**config.mk**
```make
export PLATFORM = sky130hd
export DESIGN_NAME = coef_block_builder
export DESIGN_NICKNAME = d
export VERILOG_FILES = /design/src/rtl/coef_block_builder.sv
export SDC_FILE = /design/constraint.sdc
export NUM_CORES = 1
export LEC_CHECK = 0
export ABC_CLOCK_PERIOD_IN_PS = 6700
export BUFFER_PORTS_ARGS = -buffer_cell sky130_fd_sc_hd__buf_2
export CAP_MARGIN = 20
export CORE_UTILIZATION = 30
export CTS_CLUSTER_SIZE = 30
export DETAILED_ROUTE_END_ITERATION = 10
export PLACE_DENSITY = 0.48
export SYNTH_ARGS = -nofsm -noshare
export SYNTH_HDL_FRONTEND = slang
export SYNTH_SLANG_ARGS = --single-unit
```
**constraint.sdc**
```tcl
create_clock -name clock -period 6.7 [get_ports clock]
set_input_delay 1.005 -clock clock [delete_from_list [all_inputs] [get_ports clock]]
set_output_delay 1.005 -clock clock [all_outputs]
set_load 0.01 [all_outputs]
```
**src/rtl/coef_block_builder.sv**
```systemverilog
`timescale 1ns/1ps
// coef_block_builder: expands decoded (run, size, value) symbols into 64
// zigzag-ordered quantized coefficients per 8x8 block. It applies the DC
// differential prediction for each colour component and drives a one-deep
// valid/ready output register.
module coef_block_builder #(
  parameter int NUM_COMP = 3,
  parameter int COEF_W   = 12
) (
  input  logic              clock,
  input  logic              reset_n,
  input  logic              restart,
  input  logic              in_valid,
  output logic              in_ready,
  input  logic              in_dc,
  input  logic [1:0]        in_comp,
  input  logic [3:0]        in_run,
  input  logic [3:0]        in_size,
  input  logic [COEF_W-1:0] in_value,
  output logic              out_valid,
  input  logic              out_ready,
  output logic [COEF_W-1:0] out_coef,
  output logic [5:0]        out_idx,
  output logic [1:0]        out_comp,
  output logic              out_last,
  output logic              err
);

  typedef enum logic [2:0] {S_DC, S_AC, S_ZERO, S_VAL, S_FILL} state_t;

  localparam logic [2:0] NC = 3'(NUM_COMP);

  // Two's-complement wrap of the DC prediction sum.
  function automatic logic signed [COEF_W-1:0] wrap_add(
    input logic signed [COEF_W-1:0] a,
    input logic signed [COEF_W-1:0] b
  );
    return a + b;
  endfunction

  state_t                     state, state_d;
  logic [6:0]                 next_idx, next_idx_d;
  logic [4:0]                 zero_cnt, zero_cnt_d;
  logic signed [COEF_W-1:0]   pend, pend_d;
  logic                       pend_vld, pend_vld_d;
  logic [1:0]                 cur_comp;
  logic signed [COEF_W-1:0]   pred [NUM_COMP];

  logic                       slot_free;
  logic                       accept;
  logic                       is_eob;
  logic                       is_zrl;
  logic [1:0]                 comp_sel;
  logic signed [COEF_W-1:0]   in_val_s;
  logic signed [COEF_W-1:0]   pred_base;
  logic signed [COEF_W-1:0]   dc_coef;
  logic [7:0]                 span_ac;
  logic [7:0]                 span_zrl;
  logic                       emit;
  logic                       emit_last;
  logic signed [COEF_W-1:0]   emit_coef;
  logic                       err_set;
  logic                       pred_we;
  logic                       comp_we;

  assign slot_free = !out_valid || out_ready;
  assign in_ready  = ((state == S_DC) || (state == S_AC)) && slot_free;
  assign accept    = in_valid && in_ready;
  assign is_eob    = (in_size == 4'd0) && (in_run == 4'd0);
  assign is_zrl    = (in_size == 4'd0) && (in_run == 4'd15);
  assign comp_sel  = ({1'b0, in_comp} < NC) ? in_comp : 2'd0;
  assign in_val_s  = in_value;
  assign pred_base = restart ? '0 : pred[comp_sel];
  assign dc_coef   = wrap_add(pred_base, in_val_s);
  assign span_ac   = {1'b0, next_idx} + {4'b0, in_run} + 8'd1;
  assign span_zrl  = {1'b0, next_idx} + 8'd16;

  // Next-state and coefficient selection; every emitted coefficient lands at next_idx.
  always_comb begin
    state_d    = state;
    next_idx_d = next_idx;
    zero_cnt_d = zero_cnt;
    pend_d     = pend;
    pend_vld_d = pend_vld;
    emit       = 1'b0;
    emit_coef  = '0;
    err_set    = 1'b0;
    pred_we    = 1'b0;
    comp_we    = 1'b0;
    emit_last  = 1'b0;

    case (state)
      S_DC: begin
        if (accept) begin
          if (in_dc) begin
            emit      = 1'b1;
            emit_coef = dc_coef;
            pred_we   = 1'b1;
            comp_we   = 1'b1;
            state_d   = S_AC;
          end else begin
            err_set = 1'b1;
          end
        end
      end
      S_AC: begin
        if (accept) begin
          if (in_dc) begin
            err_set = 1'b1;
          end else if (is_eob) begin
            emit    = 1'b1;
            state_d = S_FILL;
          end else if (is_zrl) begin
            emit = 1'b1;
            if (span_zrl > 8'd64) begin
              err_set = 1'b1;
              state_d = S_FILL;
            end else begin
              zero_cnt_d = 5'd15;
              pend_vld_d = 1'b0;
              state_d    = S_ZERO;
            end
          end else begin
            emit = 1'b1;
            if (span_ac > 8'd64) begin
              // Run would pass idx 63: zero-fill the block and drop the value.
              err_set = 1'b1;
              state_d = S_FILL;
            end else if (in_run == 4'd0) begin
              emit_coef = in_val_s;
            end else begin
              zero_cnt_d = {1'b0, in_run} - 5'd1;
              pend_d     = in_val_s;
              pend_vld_d = 1'b1;
              state_d    = (in_run == 4'd1) ? S_VAL : S_ZERO;
            end
          end
        end
      end
      S_ZERO: begin
        if (slot_free) begin
          emit       = 1'b1;
          zero_cnt_d = zero_cnt - 5'd1;
          if (zero_cnt == 5'd1) state_d = pend_vld ? S_VAL : S_AC;
        end
      end
      S_VAL: begin
        if (slot_free) begin
          emit       = 1'b1;
          emit_coef  = pend;
          pend_vld_d = 1'b0;
          state_d    = S_AC;
        end
      end
      S_FILL: begin
        if (slot_free) emit = 1'b1;
      end
      default: state_d = S_DC;
    endcase

    // Emitting idx 63 closes the block whatever path produced it.
    if (emit) begin
      if (next_idx == 7'd63) begin
        emit_last  = 1'b1;
        state_d    = S_DC;
        next_idx_d = '0;
        zero_cnt_d = '0;
        pend_vld_d = 1'b0;
      end else begin
        next_idx_d = next_idx + 7'd1;
      end
    end
  end

  // FSM and run bookkeeping registers.
  always_ff @(posedge clock or negedge reset_n) begin
    if (!reset_n) begin
      state    <= S_DC;
      next_idx <= '0;
      zero_cnt <= '0;
      pend     <= '0;
      pend_vld <= 1'b0;
      cur_comp <= '0;
    end else begin
      state    <= state_d;
      next_idx <= next_idx_d;
      zero_cnt <= zero_cnt_d;
      pend     <= pend_d;
      pend_vld <= pend_vld_d;
      if (comp_we) cur_comp <= in_comp;
    end
  end

  // DC predictors: an accepted DC write wins over a coincident restart clear.
  always_ff @(posedge clock or negedge reset_n) begin
    if (!reset_n) begin
      for (int i = 0; i < NUM_COMP; i++) pred[i] <= '0;
    end else begin
      for (int i = 0; i < NUM_COMP; i++) begin
        if (pred_we && (comp_sel == 2'(i))) pred[i] <= dc_coef;
        else if (restart)                   pred[i] <= '0;
      end
    end
  end

  // Sticky run-overflow / misplaced-symbol flag.
  always_ff @(posedge clock or negedge reset_n) begin
    if (!reset_n) err <= 1'b0;
    else if (err_set) err <= 1'b1;
  end

  // Output register stage: loads only when the slot is free, so fields hold under stall.
  always_ff @(posedge clock or negedge reset_n) begin
    if (!reset_n) begin
      out_valid <= 1'b0;
      out_coef  <= '0;
      out_idx   <= '0;
      out_comp  <= '0;
      out_last  <= 1'b0;
    end else if (slot_free) begin
      out_valid <= emit;
      out_last  <= emit_last;
      if (emit) begin
        out_coef <= emit_coef;
        out_idx  <= next_idx[5:0];
        out_comp <= comp_we ? in_comp : cur_comp;
      end
    end
  end

endmodule

```
==> metrics.md <==
| Metric | Value |
|---|---|
| Run status | complete, no violations |
| Placed instance area | 5867 um^2 |
| Synth top area cells | sky130_fd_sc_hd__dfrtp_1 (41%), sky130_fd_sc_hd__ha_1 (6.0%), sky130_fd_sc_hd__nand3b_1 (5.1%), sky130_fd_sc_hd__nand2_1 (4.7%), sky130_fd_sc_hd__o21ai_0 (4.3%) |
| Aggregate routed wire length | 14720 um |
| Number of warnings issued by yosys | 0 |
| Final Power | 1.944 mW |
| Tightest Pin Transition | 919.1 ps |
| Critical path fanouts, max | 15 |
| Critical path required time | 6940 ps |
| Cell-by-cell listing of the critical path | buf_2 > inv_1 > ha_1 > nor2b_1 > a21oi_1 > nor2_1 > ha_1 > fa_1 > a21o_1 > a21oi_1 > o21ai_0 > a41oi_1 > xnor2_1 > a221o_1 |
| Synth Register Bits | 89 |
| Antenna Cells | 0 |
| Number of DRC violations after detailed-routing iteration 0 | 272 |
| Initial standard-cell utilization of the core | 0.3101 |
| Chip Width | 136.4 um |
| Count of filler cells inserted in the layout | 1797 |
| Top achievable clock speed | 223.9 MHz |
| Largest vdd supply drop | 133.7 uV |
| Via count of the first global-routing pass | 4461 |
| Clock Pin Slew Worst Setup and Hold Paths | 70 ps |
| Dpl cells | 842 |
| WS Path Type | input port to flop |
| Row count | 48 |
| Final layout net count | 685 |
| Number of enable flip-flop cells after synthesis | 0 |
| TritonCTS clock tree | done |
| Worst min-delay path category | input port to asynchronous set/reset pin |
| Filler-free cell count of the finished design | 859 |
| ANT nets after route | 0 |
| Synth Net Count | 648 |
| Inserted Clock Buffers | 9 |
| Number of cells on the worst reg-to-reg path | 10 |
| Portion of the clock cycle consumed by the worst path in the final layout | 0.6667 |
| Gr usage total | 0.1696 |
| Core region area | 17480 um^2 |
| Area of all placed cells without fillers | 6167 um^2 |
| Clock root buffer | sky130_fd_sc_hd__clkbuf_16 |
| Cell area after synthesis | 5420 um^2 |
| Sinks on the clock net | 89 |
| HPWL after detailed placement | 10630 um |
| Data arrival time at the worst-slack endpoint | 4700 ps |
| Layout cell share with drive strength beyond 1 | 0.1577 |
| Largest area contributor in the netlist | sky130_fd_sc_hd__dfrtp_1 |
| Detail-routed net length per standard cell | 17.14 um |
| Largest net degree at the start of global routing | 80 |
| Clock latency reported for the late side of the worst-skew pair | 360 ps |
| Share of total power in the clock network | 0.254 |
| Pins Over Slew Limit | 0 |
| Buffers from clock root to sink, at most | 2 |
| Layout overhead on the synthesized area | 13.78% |
| Number of endpoints failing setup at the final stage | 0 |
| Setup bufs post-CTS | 0 |
| Maximum level of the CTS H-tree | 3 |
| RD Place Congestion | 0.8618 |
| Final Hold Violating Endpoints | 0 |
| Internal Pwr Total | 1.206 mW |
| Cell with the biggest individual delay on the critical path | sky130_fd_sc_hd__ha_1 |
| Wire length of the first global-routing pass | 23910 um |
| Area share of the largest cell type after synthesis | 0.4109 |
| Total Neg Setup Slack | 0 ps |
| Critical Path Stages | 14 |
| Post-CTS Resized | 0 |
| CP Launch Type | input port |
| Kind of cell adding the most delay to the critical path | compound AO/OA/AOI/OAI gates |
| Post-Synthesis Mean Instance Area | 9.156 um^2 |
| First-pass iteration count of the detailed router | 4 |
| Initial antenna violation count | 0 |
| Gate count of the mapped netlist | 592 |
| Switching Fraction | 0.3795 |
| Fraction of the yosys area taken by sequential cells | 0.4109 |
| Power share of the sequential group | 0.399 |
| Slowest Stage Delay on Critical Path | 720 ps |
| Total die area | 18610 um^2 |
| Overall via count from detail_route | 4464 |
| Distinct cell type count of the synthesized netlist | 63 |
| Setup clock skew after layout | 8.326 ps |
| IO Port Bufs | 51 |
| Power share of the combinational group | 0.347 |
| GR Overflow Total | 0 |
| Post-synth ARST share | 1.000 |
| Die span in y | 136.4 um |
| Primary flip-flop cell chosen by synthesis mapping | sky130_fd_sc_hd__dfrtp_1 |
| I/O pins | 52 |
| Cts hold-fix bufs | 0 |
| Max-Cap Viols | 0 |
| Min Clock Period, post-route | 4467 ps |
| Worst path bufs/invs | 2 |
| Post-detailed-route DRC marker count | 0 |
| Type of destination of the critical path | flop |
| Max-slew headroom | 0.3872 |
| Vias per cell | 5.197 |
| Switching power | 0.7376 mW |
| Leakage power | 2.843 nW |
| RSZ-0062 raised after global routing | no |
| Cell area power density | 315.2 nW/um^2 |
==> cells in the mapped netlist (all sizes together), types with 12 or more instances <==
| library cell | number |
|---|---|
| a21oi | 42 |
| clkbuf | 21 |
| dfrtp | 89 |
| ha | 26 |
| inv | 22 |
| mux2 | 19 |
| mux2i | 12 |
| nand2 | 68 |
| nand3b | 37 |
| nor2 | 50 |
| nor3 | 14 |
| o21ai | 48 |
| xnor2 | 15 |
==> power groups by stage <==
stage / Sequential (mW) / Clock, mW / Combinational, mW
floorplan: 0.754 / 0 / 0.484
detailed placement: 0.785 / 0 / 0.674
global placement: 0.783 / 0 / 0.667
CTS: 0.774 / 0.508 / 0.680
finish: 0.775 / 0.494 / 0.675
global route: 0.797 / 0.526 / 0.755
==> cells in the final DEF (no fill, tap or decap), types with 7 or more instances in the layout <==
| cell | synthesis | layout |
|---|---|---|
| sky130_fd_sc_hd__nor2b_1 | 8 | 8 |
| sky130_fd_sc_hd__nand3b_1 | 37 | 37 |
| sky130_fd_sc_hd__inv_1 | 22 | 22 |
| sky130_fd_sc_hd__dfrtp_1 | 89 | 89 |
| sky130_fd_sc_hd__nor3_1 | 12 | 12 |
| sky130_fd_sc_hd__nand2_1 | 68 | 68 |
| sky130_fd_sc_hd__mux2i_1 | 12 | 12 |
| sky130_fd_sc_hd__clkbuf_16 | 0 | 9 |
| sky130_fd_sc_hd__mux2_2 | 19 | 19 |
| sky130_fd_sc_hd__nand2b_1 | 8 | 8 |
| sky130_fd_sc_hd__nand3_1 | 7 | 7 |
| sky130_fd_sc_hd__a21o_1 | 9 | 9 |
| sky130_fd_sc_hd__o21ai_0 | 47 | 47 |
| sky130_fd_sc_hd__a21oi_1 | 42 | 42 |
| sky130_fd_sc_hd__nor2_1 | 50 | 50 |
| sky130_fd_sc_hd__buf_2 | 5 | 50 |
| sky130_fd_sc_hd__xnor2_1 | 15 | 15 |
| sky130_fd_sc_hd__ha_1 | 26 | 26 |
==> cell type report <==
type | count | area [um^2] | share of cell area
multi-input cells | 451 | 2988 | 0.4845
clock inverters | 5 | 37.54 | 0.006086
well taps | 225 | 281.5 | 0.04565
repair buffers | 56 | 307.8 | 0.04991
clock buffers | 11 | 242.7 | 0.03936
flip-flops and latches | 89 | 2227 | 0.3611
inverters | 22 | 82.58 | 0.01339
==> per-layer routing <==
metal	routed length (um)	part of all wire	GRT usage	vias to the layer above
li1	-	-	-	2185
met1	7169	0.49	0.2332	2169
met2	6648	0.45	0.2583	89
met3	463	0.031	0.02386	21
met4	439	0.030	0.08580	0
met5	0	0	0	-
==> worst paths after layout <==
path | end | from | slack (ps)
setup / recovery | out_coef[10]$_DFFE_PN0P_ | in_comp[0] | 2230
hold reg to reg | err$_DFFE_PN0P_ | err$_DFFE_PN0P_ | 480
hold / removal | out_idx[1]$_DFFE_PN0P_ | reset_n | 470
max in group asynchronous | pred[4]$_DFFE_PN0P_ | reset_n | 5240
min in group clock | err$_DFFE_PN0P_ | err$_DFFE_PN0P_ | 480
setup reg to reg | pend[0]$_DFFE_PN0P_ | next_idx[0]$_DFFE_PN0P_ | 3030
==> kinds of logic after synthesis <==
kind of cell,count (synthesis),share of synthesized area
adder cells (fa/ha/maj),28,0.06741
AO/OA/AOI/OAI,153,0.1791
flip-flops,89,0.4109
XOR/XNOR,20,0.03232
multiplexers,31,0.06164
AND/OR/NAND/NOR,219,0.2101
buffers and inverters,52,0.03855
==> registers in the layout (all words and copies together), names as in the netlist, 2 cells and up <==
| register | flops |
|---|---|
| zero_cnt | 5 |
| out_idx | 6 |
| pend | 12 |
| pred | 36 |
| cur_comp | 2 |
| out_coef | 12 |
| next_idx | 7 |
| out_comp | 2 |
| state | 3 |
==> worst register-to-register path, cell delays in order (launching register included) <==
cell and delay, ps:
sky130_fd_sc_hd__dfrtp_1 370, sky130_fd_sc_hd__inv_1 120, sky130_fd_sc_hd__ha_1 240, sky130_fd_sc_hd__fa_1 380, sky130_fd_sc_hd__nand2b_1 170, sky130_fd_sc_hd__a21oi_1 210
sky130_fd_sc_hd__xnor2_1 150, sky130_fd_sc_hd__o2111ai_1 180, sky130_fd_sc_hd__a21oi_1 760, sky130_fd_sc_hd__nand3_2 550, sky130_fd_sc_hd__mux2_2 430
==> stage by stage <==
stage | hold slack [ps] | utilization | setup slack, ps
floorplan | 451.7 | - | 2545
global placement | 464.6 | 0.3357 | 1945
detailed placement | 465.5 | 0.3357 | 1808
CTS | 473.3 | 0.3517 | 2179
global route | 480.5 | 0.3529 | 1926
finish | 473.4 | 0.3529 | 2233
Note: power is estimated with default switching activity, not from simulation.
